[src/rtl/ram_arbiter_pkg.sv]
`default_nettype none
// ============================================================================
// Module      : ramPckg
// Description : Shared types and constants for the RAM port arbiter.
// Revision    : 1.0  initial release
// ============================================================================
package ramPckg;

  // Read latency of the attached ram for each of its performance modes.
  localparam int cLatLowLatency      = 1;  // "LOW_LATENCY"
  localparam int cLatHighPerformance = 2;  // "HIGH_PERFORMANCE"

  // Default geometry of the ram this arbiter is normally paired with.
  localparam int cDefRamWidth = 32;
  localparam int cDefAddrW    = 10;

  // One RAM access as presented by a requester (default geometry).
  typedef struct packed {
    logic                    we;
    logic [cDefAddrW-1:0]    addr;
    logic [cDefRamWidth-1:0] data;
  } ramReq_t;

  // Arbitration mode: open round-robin, or port held by requester 1.
  typedef enum logic [0:0] {
    ARB  = 1'b0,
    LOCK = 1'b1
  } arbState_t;

endpackage : ramPckg
`default_nettype wire

[src/rtl/ram_rsp_pipe.sv]
`default_nettype none
// ============================================================================
// Module      : ram_rsp_pipe
// Description : Shift register of {valid, id} tags that follows each read
//               through the RAM so its data can be routed to the issuer.
// Revision    : 1.0  initial release
// ============================================================================
module ram_rsp_pipe #(
  parameter int cDepth = 3
) (
  input  logic iClk,
  input  logic iRst,
  input  logic iValid,
  input  logic iId,
  output logic oValid,
  output logic oId
);

  logic [cDepth-1:0] valid_q;
  logic [cDepth-1:0] valid_d;
  logic [cDepth-1:0] id_q;
  logic [cDepth-1:0] id_d;

  // Advance every tag one stage per cycle; new tag enters at stage 0.
  always_comb begin
    valid_d = {valid_q[cDepth-2:0], iValid};
    id_d    = {id_q[cDepth-2:0], iId};
  end

  // Tag registers; reset drops every read in flight.
  always_ff @(posedge iClk) begin
    if (iRst) begin
      valid_q <= '0;
      id_q    <= '0;
    end else begin
      valid_q <= valid_d;
      id_q    <= id_d;
    end
  end

  assign oValid = valid_q[cDepth-1];
  assign oId    = id_q[cDepth-1];

endmodule : ram_rsp_pipe
`default_nettype wire

[src/rtl/ram_arbiter.sv]
`default_nettype none
// ============================================================================
// Module      : ram_arbiter
// Description : Round-robin arbiter for one ram port shared by the load/store
//               unit (requester 0) and the loader/debug port (requester 1),
//               with a requester-1 lock, registered RAM command and
//               read-response routing.
// Revision    : 1.0  initial release
// ============================================================================
module ram_arbiter
  import ramPckg::*;
#(
  parameter int cRamWidth    = 32,
  parameter int cRamDepth    = 1024,
  parameter int cReadLatency = cLatHighPerformance,
  localparam int cAddrW      = $clog2(cRamDepth)
) (
  input  logic                 iClk,
  input  logic                 iRst,
  input  logic                 iReq0,
  input  logic                 iWe0,
  input  logic [cAddrW-1:0]    iAddr0,
  input  logic [cRamWidth-1:0] iData0,
  input  logic                 iReq1,
  input  logic                 iWe1,
  input  logic [cAddrW-1:0]    iAddr1,
  input  logic [cRamWidth-1:0] iData1,
  input  logic                 iLock1,
  output logic                 oGnt0,
  output logic                 oGnt1,
  output logic                 oRValid0,
  output logic                 oRValid1,
  output logic [cRamWidth-1:0] oRData,
  output logic                 oRamEn,
  output logic                 oRamWEn,
  output logic [cAddrW-1:0]    oRamAddr,
  output logic [cRamWidth-1:0] oRamData,
  input  logic [cRamWidth-1:0] iRamData
);

  arbState_t            state_q, state_d;
  logic                 last_gnt_q, last_gnt_d;
  logic                 ram_en_q, ram_en_d;
  logic                 ram_wen_q, ram_wen_d;
  logic [cAddrW-1:0]    ram_addr_q, ram_addr_d;
  logic [cRamWidth-1:0] ram_data_q, ram_data_d;

  logic gnt0;
  logic gnt1;
  logic rsp_valid;
  logic rsp_id;
  logic pipe_valid;
  logic pipe_id;

  // Grant selection, next state, pointer and next RAM command.
  always_comb begin
    gnt0       = 1'b0;
    gnt1       = 1'b0;
    state_d    = state_q;
    last_gnt_d = last_gnt_q;
    ram_en_d   = 1'b0;
    ram_wen_d  = 1'b0;
    ram_addr_d = ram_addr_q;
    ram_data_d = ram_data_q;

    if (!iRst) begin
      // Dropping iLock1 releases the lock in the same cycle.
      if (state_q == LOCK && iLock1) begin
        gnt1 = iReq1;
      end else if (iReq0 && iReq1) begin
        gnt0 = last_gnt_q;
        gnt1 = ~last_gnt_q;
      end else begin
        gnt0 = iReq0;
        gnt1 = iReq1;
      end
    end

    if (!iLock1) begin
      state_d = ARB;
    end else if (gnt1) begin
      state_d = LOCK;
    end

    if (gnt0) begin
      last_gnt_d = 1'b0;
      ram_en_d   = 1'b1;
      ram_wen_d  = iWe0;
      ram_addr_d = iAddr0;
      ram_data_d = iData0;
    end else if (gnt1) begin
      last_gnt_d = 1'b1;
      ram_en_d   = 1'b1;
      ram_wen_d  = iWe1;
      ram_addr_d = iAddr1;
      ram_data_d = iData1;
    end

    // Only reads need their data routed back.
    rsp_valid = (gnt0 && !iWe0) || (gnt1 && !iWe1);
    rsp_id    = gnt1;
  end

  // Arbiter state and registered RAM command.
  always_ff @(posedge iClk) begin
    if (iRst) begin
      state_q    <= ARB;
      last_gnt_q <= 1'b1;
      ram_en_q   <= 1'b0;
      ram_wen_q  <= 1'b0;
      ram_addr_q <= '0;
      ram_data_q <= '0;
    end else begin
      state_q    <= state_d;
      last_gnt_q <= last_gnt_d;
      ram_en_q   <= ram_en_d;
      ram_wen_q  <= ram_wen_d;
      ram_addr_q <= ram_addr_d;
      ram_data_q <= ram_data_d;
    end
  end

  // One stage for the command register plus one per RAM latency cycle.
  ram_rsp_pipe #(
    .cDepth (cReadLatency + 1)
  ) u_rsp_pipe (
    .iClk   (iClk),
    .iRst   (iRst),
    .iValid (rsp_valid),
    .iId    (rsp_id),
    .oValid (pipe_valid),
    .oId    (pipe_id)
  );

  assign oGnt0    = gnt0;
  assign oGnt1    = gnt1;
  assign oRamEn   = ram_en_q;
  assign oRamWEn  = ram_wen_q;
  assign oRamAddr = ram_addr_q;
  assign oRamData = ram_data_q;
  assign oRValid0 = pipe_valid && !pipe_id;
  assign oRValid1 = pipe_valid && pipe_id;
  assign oRData   = iRamData;

endmodule : ram_arbiter
`default_nettype wire

[config.mk]
export PLATFORM = sky130hd
export DESIGN_NAME = ram_arbiter
export DESIGN_NICKNAME = d
export VERILOG_FILES = /design/src/rtl/ram_arbiter_pkg.sv /design/src/rtl/ram_rsp_pipe.sv /design/src/rtl/ram_arbiter.sv
export SDC_FILE = /design/constraint.sdc
export NUM_CORES = 1
export LEC_CHECK = 0
export BUFFER_PORTS_ARGS = -buffer_cell sky130_fd_sc_hd__buf_2
export CORE_MARGIN = 5
export CORE_UTILIZATION = 43
export CTS_BUF_LIST = sky130_fd_sc_hd__clkbuf_2
export DETAILED_ROUTE_END_ITERATION = 8
export PLACE_DENSITY = 0.8
export SYNTH_ARGS = -nofsm -noshare
export SYNTH_HDL_FRONTEND = slang
export SYNTH_SLANG_ARGS = --single-unit
[constraint.sdc]
create_clock -name iClk -period 1.6 [get_ports iClk]
set_input_delay 0.08 -clock iClk [delete_from_list [all_inputs] [get_ports iClk]]
set_output_delay 0.08 -clock iClk [all_outputs]
set_load 0.05 [all_outputs]
==> summary.txt <==
Power and ir drop
  • LEAKAGE: 1.97 nW
  • Maximum vdd ir drop: 418 uV
  • Pwr dens: 757 mW/mm^2

Timing
  • RSZ-0062 raised after global routing: yes
  • Crit share post-route: 99.1%
  • Worst Clk Skew: 0.0110 ns
  • Fmax: 0.631 GHz
  • Max-slew violation count: 0
  • Time the worst path needs with I/O delays and setup: 1.59 ns
  • Max-slew headroom: 69.0%
  • Setup violations, final: 0
  • Slew @ Worst Pin: 0.465 ns
  • Final hold vios: 0

Logic synthesis
  • Yosys top cell area share: 35.7%
  • Mapped Cells: 327
  • Post-synth ARST share: 0%
  • Most instantiated library cell after synthesis: o31ai_1
  • Syn_nets: 450
  • YS warnings: 0
  • Synth area leader: dfxtp_1
  • Synth cell types: 26
  • Mean post-synth cell area: 8.93 um^2
  • Cell Area, Synth: 0.00292 mm^2
  • Post-synth top cells: 85 x o31ai_1, 52 x dfxtp_1, 43 x nand4_1
  • Top FF cell, synth: dfxtp_1
  • Number of flops mapped to enable cells by yosys: 0
  • Seq/Total Area, Yosys: 35.7%
  • Ranking of synthesized cells by area: dfxtp_1 36%, o31ai_1 22%, buf_4 10%
  • Yosys reg bits: 52

Critical path
  • Kind of critical path: reg -> reg
  • Crit end category: flip-flop
  • Critical Path Start Type: flip-flop
  • Worst endpoint required time: 1.97 ns
  • CP Max Fanout: 18
  • R2r setup slk: 0.01 ns
  • Critical Path AT: 1.96 ns

Placed design
  • DP Cell Count: 482
  • Routability cong.: 0.744
  • Buffers on Ports: 138
  • DP HPWL: 5.89 mm

Routing
  • Drt pass-1 iters: 4
  • DRC: 0
  • Total number of vias: 3559
  • Routed Antenna Nets: 0
  • Starting DRC count in detailed routing: 301
  • WL met3: 821 um
  • WL met1: 4.41 mm
  • Met2 WL: 5.82 mm
  • Top layer in use: met4
  • WL/cell: 19.6 um
  • Drt total wl: 11.6 mm
  • Via density: 6.02

Clock tree
  • Max H-tree Level: 2
  • Root Driver: clkbuf_2
  • Inserted Clock Buffers: 5
  • CTS Sinks: 52
  • Clock slew at the register clock pins of the worst setup and hold paths: 0.28 ns
  • Max Root-Sink Buffers: 2
  • CTS tree: done
  • Worst-Skew Late Latency: 0.44 ns

Final layout
  • Share of cells above drive strength 1: 37.2%
  • Layout area overhead: 57.6%
  • Final net count: 630
  • Util after Layout: 68.9%
  • Layout Cells excl Fill: 591

Die
  • Initial Utilization: 43.7%
  • Die H: 92.4 um
  • Core area: 0.00668 mm^2
  • Die Area: 0.00854 mm^2
  • Die W: 92.4 um
  • # IOs: 203
  • Rows: 30

GRT
  • Global Route Usage Sum: 25.8%
  • GRT Residual Overflow: 0
  • First-pass GRT wire length: 17.9 mm
  • Initial antenna violation count: 3
  • Largest net degree at the start of global routing: 58
  • Number of global-route vias before repair: 3580

Outcome
  • Outcome: finished, final reports clean

Flow run
  • Maxcap violations: 0

Worst hold path
  • Hold Crit Class: in -> reg
[layer usage]
| layer | global-route usage [%] | vias to the layer above |
|---|---|---|
| li1 | - | 1630 |
| met1 | 29.8 | 1646 |
| met2 | 44.7 | 216 |
| met5 | 0 | - |
| met3 | 4.47 | 67 |
| met4 | 15.0 | 0 |
[worst max-delay path: stages (launching register included)]
cell and delay [ns]:
dfxtp_2 0.39, buf_4 0.13, a21bo_4 0.21, buf_4 0.19
buf_6 0.18, o31ai_1 0.29, a31oi_1 0.13
[power by group]
group | internal, mW | total (mW) | leakage (nW) | switching [mW]
registers | 1.41 | 1.47 | 0.435 | 0.0603
clock network | 0.260 | 0.702 | 0.0390 | 0.441
logic | 0.515 | 1.31 | 1.50 | 0.796
[metrics by stage]
stage / TNS (ns) / power (mW) / hold slack (ns) / setup slack [ns] / cell area, um^2
6_report: 0 / 3.48 / 0.0419 / 0.0144 / 4600
5_1_grt: -0.181 / 3.64 / 0.00139 / -0.0559 / 4600
4_1_cts: -0.0554 / 3.43 / 0.0178 / -0.0554 / 4480
3_5_place_dp: 0 / 2.53 / 0.160 / 0.156 / 3420
3_3_place_gp: 0 / 2.52 / 0.160 / 0.221 / 3420
2_1_floorplan: 0 / 2.43 / 0.231 / 0.0629 / 2930
[cells by family (layout without fill, tap and decap cells)]
kind of cell	after synthesis	count (layout)	share of synthesized area, %
and+or+nand+nor	56	56	12.0
muxes	1	1	0.343
DFF	52	52	35.7
buffers and inverters	82	263	18.3
other	0	3	0
AOI/OAI and AO/OA	136	136	33.7
[cell type report]
type                    instances  area [um^2]
inverters                       2         7.51
fillers                       504         2080
clock buffers                   5         25.0
flip-flops and latches         52         1050
multi-input cells             193         1420
clock inverters                 3         42.5
diodes                          3         7.51
repair buffers                253         1950
well taps                      80          100
[cells in the final DEF (no fill, tap or decap), types with 2 or more instances in the layout]
cell type and count:
o31ai_2 4, a31oi_1 42, buf_2 136, nor2b_1 5, buf_4 15, clkbuf_16 2
nand4_1 43, o31ai_1 80, dlygate4sd3_1 88, diode_2 3, buf_6 4, dfxtp_1 50
clkbuf_2 5, buf_12 6, nand2_1 2
[worst paths after layout]
kind,startpoint,end,cells past startpoint
setup / recovery,state_q,oRamAddr[7],6
hold / removal,iReq1,u_rsp_pipe.id_q[0],3
setup reg to reg,state_q,oRamAddr[7],6
hold reg to reg,u_rsp_pipe.id_q[1],u_rsp_pipe.id_q[2],1
[repair_timing]
item | CTS | global route
setup buffers | 5 | 3
cloned | 1 | 2
hold buffers | 88 | 0
gates resized for setup | 11 | 11
pin swaps | 2 | 3
setup endpoints to repair | 2 | 3
hold endpoints to repair | 45 | 0
[sequential cells by signal, indices dropped and copies added (netlist names)]
| name | count |
|---|---|
| oRamData | 32 |
| u_rsp_pipe.valid_q | 3 |
| oRamAddr | 10 |
| state_q | 1 |
| last_gnt_q | 1 |
| u_rsp_pipe.id_q | 3 |
| oRamWEn | 1 |
| oRamEn | 1 |
No activity file was read; power rests on OpenSTA's default activity.
